`config.mk`:
```
export PLATFORM = sky130hd
export DESIGN_NAME = alu_sel_sequencer
export DESIGN_NICKNAME = d
export VERILOG_FILES = /design/src/rtl/alu_pkg.sv /design/src/rtl/alu_sel_decode.sv /design/src/rtl/alu_sel_sequencer.sv
export SDC_FILE = /design/constraint.sdc
export NUM_CORES = 1
export LEC_CHECK = 0
export CORE_ASPECT_RATIO = 0.6
export CORE_MARGIN = 1.5
export CORE_UTILIZATION = 40
export CTS_CLUSTER_DIAMETER = 80
export DETAILED_ROUTE_END_ITERATION = 7
export PLACE_DENSITY = 0.86
export SLEW_MARGIN = 15
export SYNTH_ARGS = -nofsm -noshare
export SYNTH_HDL_FRONTEND = slang
export SYNTH_SLANG_ARGS = --single-unit
```
`constraint.sdc`:
```
create_clock -name clk -period 1.7 [get_ports clk]
set_input_delay 0.34 -clock clk [delete_from_list [all_inputs] [get_ports clk]]
set_output_delay 0.34 -clock clk [all_outputs]
set_load 0.01 [all_outputs]
```
`src/rtl/alu_pkg.sv`:
```
// alu_pkg: shared definitions for the ALU select sequencer and the result mux.
//   - select-code constants driven on alu_sel
//   - funct3 operation-class constants used by the decoder
//   - sequencer FSM state type
package alu_pkg;

    localparam int unsigned SEL_W = 3;
    localparam int unsigned F3_W  = 3;

    localparam logic [SEL_W-1:0] ALU_SEL_ADD = 3'b000;
    localparam logic [SEL_W-1:0] ALU_SEL_SUB = 3'b001;
    localparam logic [SEL_W-1:0] ALU_SEL_AND = 3'b010;
    localparam logic [SEL_W-1:0] ALU_SEL_XOR = 3'b011;
    localparam logic [SEL_W-1:0] ALU_SEL_SLT = 3'b101;

    localparam logic [F3_W-1:0] F3_ADD_SUB = 3'b000;
    localparam logic [F3_W-1:0] F3_SLT     = 3'b010;
    localparam logic [F3_W-1:0] F3_XOR     = 3'b100;
    localparam logic [F3_W-1:0] F3_AND     = 3'b111;

    typedef enum logic [1:0] {
        ST_IDLE = 2'd0,
        ST_EXEC = 2'd1,
        ST_RESP = 2'd2
    } seq_state_t;

endpackage

```
`src/rtl/alu_sel_decode.sv`:
```
// alu_sel_decode: combinational {funct3, funct7b5} -> ALU select code.
// Ports:
//   funct3    in  3  operation class
//   funct7b5  in  1  operation modifier (sub vs add)
//   sel_c     out 3  decoded select; ADD for illegal combinations
//   illegal_c out 1  combination is not a supported operation
module alu_sel_decode
    import alu_pkg::*;
(
    input  logic [F3_W-1:0]  funct3,
    input  logic             funct7b5,
    output logic [SEL_W-1:0] sel_c,
    output logic             illegal_c
);

    // Only the five listed encodings are legal; everything else falls back to ADD.
    always_comb begin
        sel_c     = ALU_SEL_ADD;
        illegal_c = 1'b0;
        case ({funct3, funct7b5})
            {F3_ADD_SUB, 1'b0}: sel_c = ALU_SEL_ADD;
            {F3_ADD_SUB, 1'b1}: sel_c = ALU_SEL_SUB;
            {F3_AND,     1'b0}: sel_c = ALU_SEL_AND;
            {F3_XOR,     1'b0}: sel_c = ALU_SEL_XOR;
            {F3_SLT,     1'b0}: sel_c = ALU_SEL_SLT;
            default:            illegal_c = 1'b1;
        endcase
    end

endmodule

```
`src/rtl/alu_sel_sequencer.sv`:
```
// alu_sel_sequencer: accepts one ALU command at a time, drives operands and
// select into the ALU datapath, waits ALU_LAT cycles, captures the muxed
// result and returns it on a valid/ready response channel.
// Optional feature macro: ALU_SEQ_ILLEGAL_TRAP_EN -- illegal commands are
// answered after one cycle with rsp_err=1, rsp_data=0 and no datapath update.
// Without it, illegal commands execute as ADD and rsp_err stays 0.
// Ports:
//   clk, rst                 clock, synchronous active-high reset
//   cmd_valid/cmd_ready      command handshake
//   cmd_funct3, cmd_funct7b5 operation fields
//   cmd_a, cmd_b             operands
//   alu_a, alu_b, alu_sel    registered drive into the ALU datapath
//   alu_result               muxed result from the datapath
//   rsp_valid/rsp_ready      response handshake
//   rsp_data, rsp_err        captured result, illegal-command flag
module alu_sel_sequencer
    import alu_pkg::*;
#(
    parameter int unsigned N       = 32,
    parameter int unsigned ALU_LAT = 1
) (
    input  logic             clk,
    input  logic             rst,
    input  logic             cmd_valid,
    output logic             cmd_ready,
    input  logic [2:0]       cmd_funct3,
    input  logic             cmd_funct7b5,
    input  logic [N-1:0]     cmd_a,
    input  logic [N-1:0]     cmd_b,
    output logic [N-1:0]     alu_a,
    output logic [N-1:0]     alu_b,
    output logic [2:0]       alu_sel,
    input  logic [N-1:0]     alu_result,
    output logic             rsp_valid,
    input  logic             rsp_ready,
    output logic [N-1:0]     rsp_data,
    output logic             rsp_err
);

    localparam int unsigned        CNT_W    = 4;
    localparam logic [CNT_W-1:0]   LAT_LAST = CNT_W'(ALU_LAT - 1);

    seq_state_t        state, state_next;
    logic [CNT_W-1:0]  lat_cnt, lat_cnt_next;
    logic [N-1:0]      alu_a_next, alu_b_next, rsp_data_next;
    logic [SEL_W-1:0]  alu_sel_next;
    logic              rsp_valid_next, rsp_err_next;
    logic [SEL_W-1:0]  dec_sel;
    logic              dec_illegal;
    logic              cmd_fire;

    alu_sel_decode u_decode (
        .funct3    (cmd_funct3),
        .funct7b5  (cmd_funct7b5),
        .sel_c     (dec_sel),
        .illegal_c (dec_illegal)
    );

`ifdef ALU_SEQ_ILLEGAL_TRAP_EN
    logic trap_pend, trap_pend_next;
`else
    logic unused_illegal;
    assign unused_illegal = dec_illegal;
`endif

    // cmd_ready is a registered copy of "state is IDLE", so it must gate acceptance.
    assign cmd_fire = cmd_valid && cmd_ready;

    // Next-state and next-register logic.
    always_comb begin
        state_next     = state;
        lat_cnt_next   = lat_cnt;
        alu_a_next     = alu_a;
        alu_b_next     = alu_b;
        alu_sel_next   = alu_sel;
        rsp_valid_next = rsp_valid;
        rsp_data_next  = rsp_data;
        rsp_err_next   = rsp_err;
`ifdef ALU_SEQ_ILLEGAL_TRAP_EN
        trap_pend_next = trap_pend;
`endif
        case (state)
            ST_IDLE: begin
                if (cmd_fire) begin
                    lat_cnt_next = '0;
                    state_next   = ST_EXEC;
`ifdef ALU_SEQ_ILLEGAL_TRAP_EN
                    // Illegal ops pass once through EXEC untouched so the
                    // error response appears one edge after acceptance.
                    trap_pend_next = dec_illegal;
                    if (!dec_illegal) begin
                        alu_a_next   = cmd_a;
                        alu_b_next   = cmd_b;
                        alu_sel_next = dec_sel;
                    end
`else
                    alu_a_next   = cmd_a;
                    alu_b_next   = cmd_b;
                    alu_sel_next = dec_sel;
`endif
                end
            end
            ST_EXEC: begin
                lat_cnt_next = lat_cnt + 4'd1;
`ifdef ALU_SEQ_ILLEGAL_TRAP_EN
                if (trap_pend) begin
                    trap_pend_next = 1'b0;
                    rsp_data_next  = '0;
                    rsp_err_next   = 1'b1;
                    rsp_valid_next = 1'b1;
                    state_next     = ST_RESP;
                end else
`endif
                if (lat_cnt == LAT_LAST) begin
                    rsp_data_next  = alu_result;
                    rsp_err_next   = 1'b0;
                    rsp_valid_next = 1'b1;
                    state_next     = ST_RESP;
                end
            end
            ST_RESP: begin
                if (rsp_ready) begin
                    rsp_valid_next = 1'b0;
                    state_next     = ST_IDLE;
                end
            end
            default: state_next = ST_IDLE;
        endcase
    end

    // State register.
    always_ff @(posedge clk) begin
        if (rst) begin
            state     <= ST_IDLE;
            cmd_ready <= 1'b0;
        end else begin
            state     <= state_next;
            cmd_ready <= (state_next == ST_IDLE);
        end
    end

    // Datapath and response registers.
    always_ff @(posedge clk) begin
        if (rst) begin
            lat_cnt   <= '0;
            alu_a     <= '0;
            alu_b     <= '0;
            alu_sel   <= ALU_SEL_ADD;
            rsp_valid <= 1'b0;
            rsp_data  <= '0;
            rsp_err   <= 1'b0;
        end else begin
            lat_cnt   <= lat_cnt_next;
            alu_a     <= alu_a_next;
            alu_b     <= alu_b_next;
            alu_sel   <= alu_sel_next;
            rsp_valid <= rsp_valid_next;
            rsp_data  <= rsp_data_next;
            rsp_err   <= rsp_err_next;
        end
    end

`ifdef ALU_SEQ_ILLEGAL_TRAP_EN
    // Pending-trap flag for an accepted illegal command.
    always_ff @(posedge clk) begin
        if (rst) begin
            trap_pend <= 1'b0;
        end else begin
            trap_pend <= trap_pend_next;
        end
    end
`endif

endmodule

```
# After elaboration in Yosys (flattened, before gate mapping)
# Index checks and enable logic that the tools add are counted.
dict set report totals {
  ff_bits 107
  input_bits 104
  output_inout_bits 102
  word_cells 38
}
dict set report op_classes {
  n_addsub 1
  eq_ne 9
  mux 10
  reduce_logical 10
}
# operator n
set op_table {}
lappend op_table {{$pmux W3 S4} 1}
lappend op_table {{$eq A4 B4 Y1 const B} 2}
lappend op_table {{$pmux W4 S2} 1}
lappend op_table {{$mux W2} 3}
lappend op_table {{$ne A2 B2 Y1 const B} 3}
lappend op_table {{$pmux W2 S3} 1}
lappend op_table {{$reduce_and A2 Y1} 3}
lappend op_table {{$add A4 B1 Y4 const B} 1}
lappend op_table {{$eq A4 B1 Y1 const B} 1}
lappend op_table {{$eq A4 B3 Y1 const B} 1}
lappend op_table {{$logic_not A2 Y1} 2}
lappend op_table {{$logic_not A4 Y1} 1}
lappend op_table {{$mux W4} 1}
lappend op_table {{$reduce_bool A2 Y1} 2}
lappend op_table {{$reduce_and A3 Y1} 1}
lappend op_table {{$eq A2 B1 Y1 const B} 1}
lappend op_table {{$eq A2 B2 Y1 const B} 1}
lappend op_table {{$mux W1} 2}
lappend op_table {{$pmux W1 S2} 1}
lappend op_table {{$logic_and A1 B1 Y1} 1}

# Logic depth before layout (Yosys ltp)
dict set report depth {
  ltp_word 4
  ltp_mapped 6
  ltp_nobuf 5
}

# By module
# From an unflattened synthesis, not the netlist that was laid out.
dict set report hier_totals {
  hier_cells 495
  area_unflattened_um2 4055.1
}
# module instances cells_per_inst area_each_um2 seq_area_each_um2
set modules_own_cells {}
lappend modules_own_cells {alu_sel_sequencer 1 485 3975.1 2142.1}
lappend modules_own_cells {alu_sel_decode 1 10 80.1 0.0}

# Worst setup path after synthesis
# Ideal clock, no wire load.
dict set report synth_path {
  path_type {flip-flop to flip-flop}
  start {register lat_cnt[0]}
  end {register rsp_data[23]}
  setup_ns 0.132
  arrival_ns 1.265
  required_time_ns 1.568
  setup_slack_ns 0.303
  path_stages_with_launch 7
  path_buffers 1
  period_less_slack_ns 1.397
  cell_sequence {dfxtp_1 inv_1 ha_1 or3b_4 buf_6 o21ai_1 a21oi_1}
}
dict set report synth_via {
  elab_chain_len 2
}
# element line_no
set synth_lines {}
lappend synth_lines {{start, declared} alu_sel_sequencer.sv:44} ;# logic [CNT_W-1:0] lat_cnt, lat_cnt_next;
lappend synth_lines {{start signal, assigned} alu_sel_sequencer.sv:153} ;# lat_cnt <= lat_cnt_next;
lappend synth_lines {{$logic_not A4 Y1} alu_sel_sequencer.sv:114} ;# if (lat_cnt == LAT_LAST) begin
lappend synth_lines {{$reduce_and A2 Y1 (no source line)} --}
lappend synth_lines {{end signal, assigned} alu_sel_sequencer.sv:158} ;# rsp_data <= rsp_data_next;
lappend synth_lines {{end, declared} alu_sel_sequencer.sv:36} ;# output logic [N-1:0] rsp_data,
# No other way between the ends.
# A chain may end at the register's enable or synchronous reset.

# Final worst setup path
dict set report layout_path {
  start {register lat_cnt[0]}
  end {register rsp_data[7]}
}
# The elaborated chain is that of the path after synthesis.

==> flow_results.org <==
** Outcome
- Outcome :: completed

** Synth
- For this run, the number of Yosys warnings is 0.
- Counting flops with a built-in enable in the synthesized netlist gives 0.
- Synthesis inferred 107 register bits.
- Synth top area cells :: sky130_fd_sc_hd__dfxtp_1 54%, sky130_fd_sc_hd__a21oi_1 13%, sky130_fd_sc_hd__nand2_1 13%
- Fraction of registers with async set/reset :: 0
- In the synthesized netlist the dominant register cell turns out to be sky130_fd_sc_hd__dfxtp_1.
- Counting every net in the synthesized netlist gives 590.
- Share of the synthesized area in the top cell type :: 0.537
- Mapped Cells :: 484
- Area of the mapped netlist :: between 0.003 and 0.004 mm^2
- The share of the Yosys chip area taken by registers is 0.537.
- Number of distinct library cells after synthesis :: 36
- Mean cell area of the mapped netlist :: 8.24 um^2
- Yosys top cell by area :: sky130_fd_sc_hd__dfxtp_1

** Setup path
- In this design, the stage delay of the slowest critical-path cell is ~570 ps.
- Endpoint of the worst-slack reg-to-reg timing path :: rsp_data[7]
- Signal arrival time at the worst endpoint :: between 1500 and 2000 ps
- Measured in cells, the most critical reg-to-reg path has a length of 5.
- The signal on the critical path passes through inv_1 > ha_1 > or3b_4 > o21ai_1 > a21oi_1.
- Worst Setup Path Type :: flop to flop
- Startpoint of the worst-slack reg-to-reg timing path :: lat_cnt[0]
- Crit path required time :: 1900 ps
- Critical path startpoint :: lat_cnt[0]
- For flop-to-flop paths, the worst setup slack is 80 ps.
- STA classifies the critical path endpoint as a flop.
- Cell with the biggest individual delay on the critical path :: sky130_fd_sc_hd__or3b_4
- Destination of the critical timing path :: rsp_data[7]
- The worst setup path is launched from a flop.
- Crit Path Max Fanout :: 33

** GRT
- The number of antenna violations at the first check in global routing came to 0.
- Largest net degree at the start of global routing :: 49
- Global-route wire length before repair :: between 15000 and 20000 um
- The number of global-route vias before repair is roughly 3800.
- Across every metal layer, demand over resource in global routing totals 0.213.
- Remaining global-route overflow :: 0

** Floorplan
- Vertical extent of the die :: 80.4 um
- The die is 132 um wide.
- The initialized floorplan defines 27 standard-cell rows.
- Initial core utilization :: 0.423
- For this design the top-level I/O count stands at 206.
- The core region is ~0.0094 mm^2.
- The die covers 0.0106 mm^2.

** Clocking
- The clock net in this run drives a total of around 110 sinks.
- The later pin in the worst-skew pair is clocked with a latency of 340 ps.
- TritonCTS clock tree :: done
- Number of buffers inserted during clock tree synthesis :: 9
- The longest clock path from root to sink contains 2 buffers.
- Clock tree synthesis selected as its root buffer the cell sky130_fd_sc_hd__clkbuf_16.
- Clk slew on worst S/H paths :: 70 ps
- The H-tree generated during clock tree synthesis spans 3 levels.
- For this design, the CTS-stage hold fixing added 0 buffers.

** Pwr
- In this run the power spent charging and discharging nets is around 1.4 mW.
- Of the total power, combinational logic draws 0.165.
- Dividing total power by cell area gives a power density of 884 mW/mm^2.
- P_leak :: 2.23 nW
- The share of total power dissipated in the clock network is 0.362.
- Power comes to 5.69 mW.
- Reg power frac :: 0.473
- Across the VDD grid, the largest voltage drop is about 0.67 mV.
- Proportion of total power due to net switching :: 0.243
- The internal portion of the total power is 4.30 mW.

** STA
- Timing would allow up to between 600 and 700 MHz.
- Final Hold Fails :: 0
- Worst Clk Skew :: 9.08 ps
- Subtracting the final worst setup slack from the clock period gives about 1600 ps.
- After routing, the total negative slack on setup checks comes to 0 ps.
- Final clock period utilization by the worst path :: 0.953
- The number of max-slew violations in the final report was 0.
- Setup violations remaining at the end of the flow were counted as 0.

** Final layout
- In the final design database the tool counted 779 nets.
- Of the cells placed in the final design, the portion with a size suffix greater than 1 is 0.0576.
- From synthesis to final layout, the design area changed by 61.3%.
- Summed area of non-filler cells in the final layout :: around 0.0064 mm^2
- Most frequent standard cell in the layout excluding fill and tap cells :: sky130_fd_sc_hd__clkdlybuf4s50_1
- Non-filler cells, final :: 807
- The number of antenna diodes in the final layout is 0.
- At the end of the flow the core is filled with cells to 0.683.
- Commonest cells after routing, fill and taps aside :: 202 x sky130_fd_sc_hd__clkdlybuf4s50_1, 134 x sky130_fd_sc_hd__nand2_1, 106 x sky130_fd_sc_hd__dfxtp_1

** Placement
- IO Port Bufs :: between 200 and 250
- Cell count after placement :: 792
- Total cell area at the placement stage :: 0.00613 mm^2
- Routability-driven placement finished with a final weighted congestion of 0.800.
- Total half-perimeter wirelength after legalization and detailed placement :: 8400 um

** Run
- The tool flagged a number of max-cap violations equal to 0.

** Routing
- After detailed routing, no signal wire sits above met4.
- Number of vias in the routed layout :: 4006
- Using the TritonRoute via totals, the vias-per-cell ratio works out to a little under 5.
- Number of routed nets with antenna violations :: 0
- DRT Pass-1 Iters :: 5
- The routed design has 11500 um of wire.
- Wire length per cell after detailed routing :: 14.2 um
- For this run, design rule violations remaining after detail routing come to 0.
- Met1 Wirelength :: 4760 um
- The routed design uses 1220 um of met3 wire.
- Total length of routed met2 wires :: 5380 um
- After the first detailed-routing iteration, the DRC count stood at 238.

** Hold path
- The min-delay analysis places its worst path in the category input pin to flop.
cells in the mapped netlist, drive strengths merged, types with 2 or more instances:
library cell and count:
clkbuf 11, buf 31, a21oi 104, nor3b 2, nand3b 2, ha 2, inv 2, nand2 134
nand3 35, o21ai 32, nor2 4, dfxtp 107
routing by layer:
| layer | GRT usage | vias up |
|---|---|---|
| met4 | 0.0533 | 0 |
| met3 | 0.0878 | 12 |
| li1 | - | 2004 |
| met2 | 0.365 | 189 |
| met5 | 0 | - |
| met1 | 0.250 | 1801 |
layout make-up:
| class | instances | area (um^2) |
|---|---|---|
| clock inverters | 6 | 72.6 |
| repair buffers | 220 | 2210 |
| flip-flops and latches | 107 | 2140 |
| inverters | 2 | 7.51 |
| well taps | 130 | 163 |
| fillers | 697 | 2990 |
| multi-input cells | 333 | 1610 |
| clock buffers | 9 | 225 |
repair_timing:
action,in CTS,in global routing
endpoints found under the setup margin,0,4
setup buffers,0,0
gates resized for setup,0,3
kinds of logic (layout without fill, tap and decap cells):
| kind of cell | count (synthesis) | count (layout) | synth area share |
|---|---|---|---|
| AO/OA/AOI/OAI | 141 | 141 | 0.182 |
| XOR/XNOR | 2 | 2 | 0.00439 |
| adder cells (fa/ha/maj) | 2 | 2 | 0.00627 |
| buffers and inverters | 44 | 237 | 0.0630 |
| flip-flops | 107 | 107 | 0.537 |
| multiplexers | 1 | 1 | 0.00251 |
| other | 1 | 1 | 0.000940 |
| AND/OR/NAND/NOR | 186 | 186 | 0.204 |
critical path: cells and delay by family (launching register included):
kind	cells	cell delay, ps
DFF	1	340
adders and majority gates	1	190
and+or+nand+nor	1	570
buffers and inverters	1	90
AOI/OAI and AO/OA	2	280
flip-flops by register name, summed over array words and instances, names as in the netlist:
register	count
alu_sel	3
rsp_data	32
lat_cnt	4
alu_b	32
rsp_valid	1
state	2
cmd_ready	1
alu_a	32
worst min path at each step:
stage	start	endpoint	cells after the start
floorplan	cmd_funct3[0]	alu_sel[0]	1
global placement	alu_sel[1]	alu_sel[1]	2
detailed placement	alu_a[31]	alu_a[31]	2
CTS	rst	alu_a[0]	2
global route	rst	alu_a[7]	2
finish	rst	alu_a[0]	2
through the flow:
stage / hold WS, ps / setup WS [ps]
3_5_place_dp: 446 / -40.5
6_report: 441 / 79.2
4_1_cts: 434 / 36.6
3_3_place_gp: 442 / 3.17
5_1_grt: 446 / -6.62
2_1_floorplan: 444 / 303
power groups by stage:
| stage | sequential, mW | combinational [mW] | clock [mW] |
|---|---|---|---|
| 3_3_place_gp | 2.74 | 0.917 | 0 |
| 2_1_floorplan | 2.79 | 0.334 | 0 |
| 3_5_place_dp | 2.74 | 0.936 | 0 |
| 6_report | 2.69 | 0.937 | 2.06 |
| 4_1_cts | 2.69 | 0.941 | 2.12 |
| 5_1_grt | 2.70 | 1.01 | 2.22 |
Note: power is estimated with default switching activity, not from simulation.
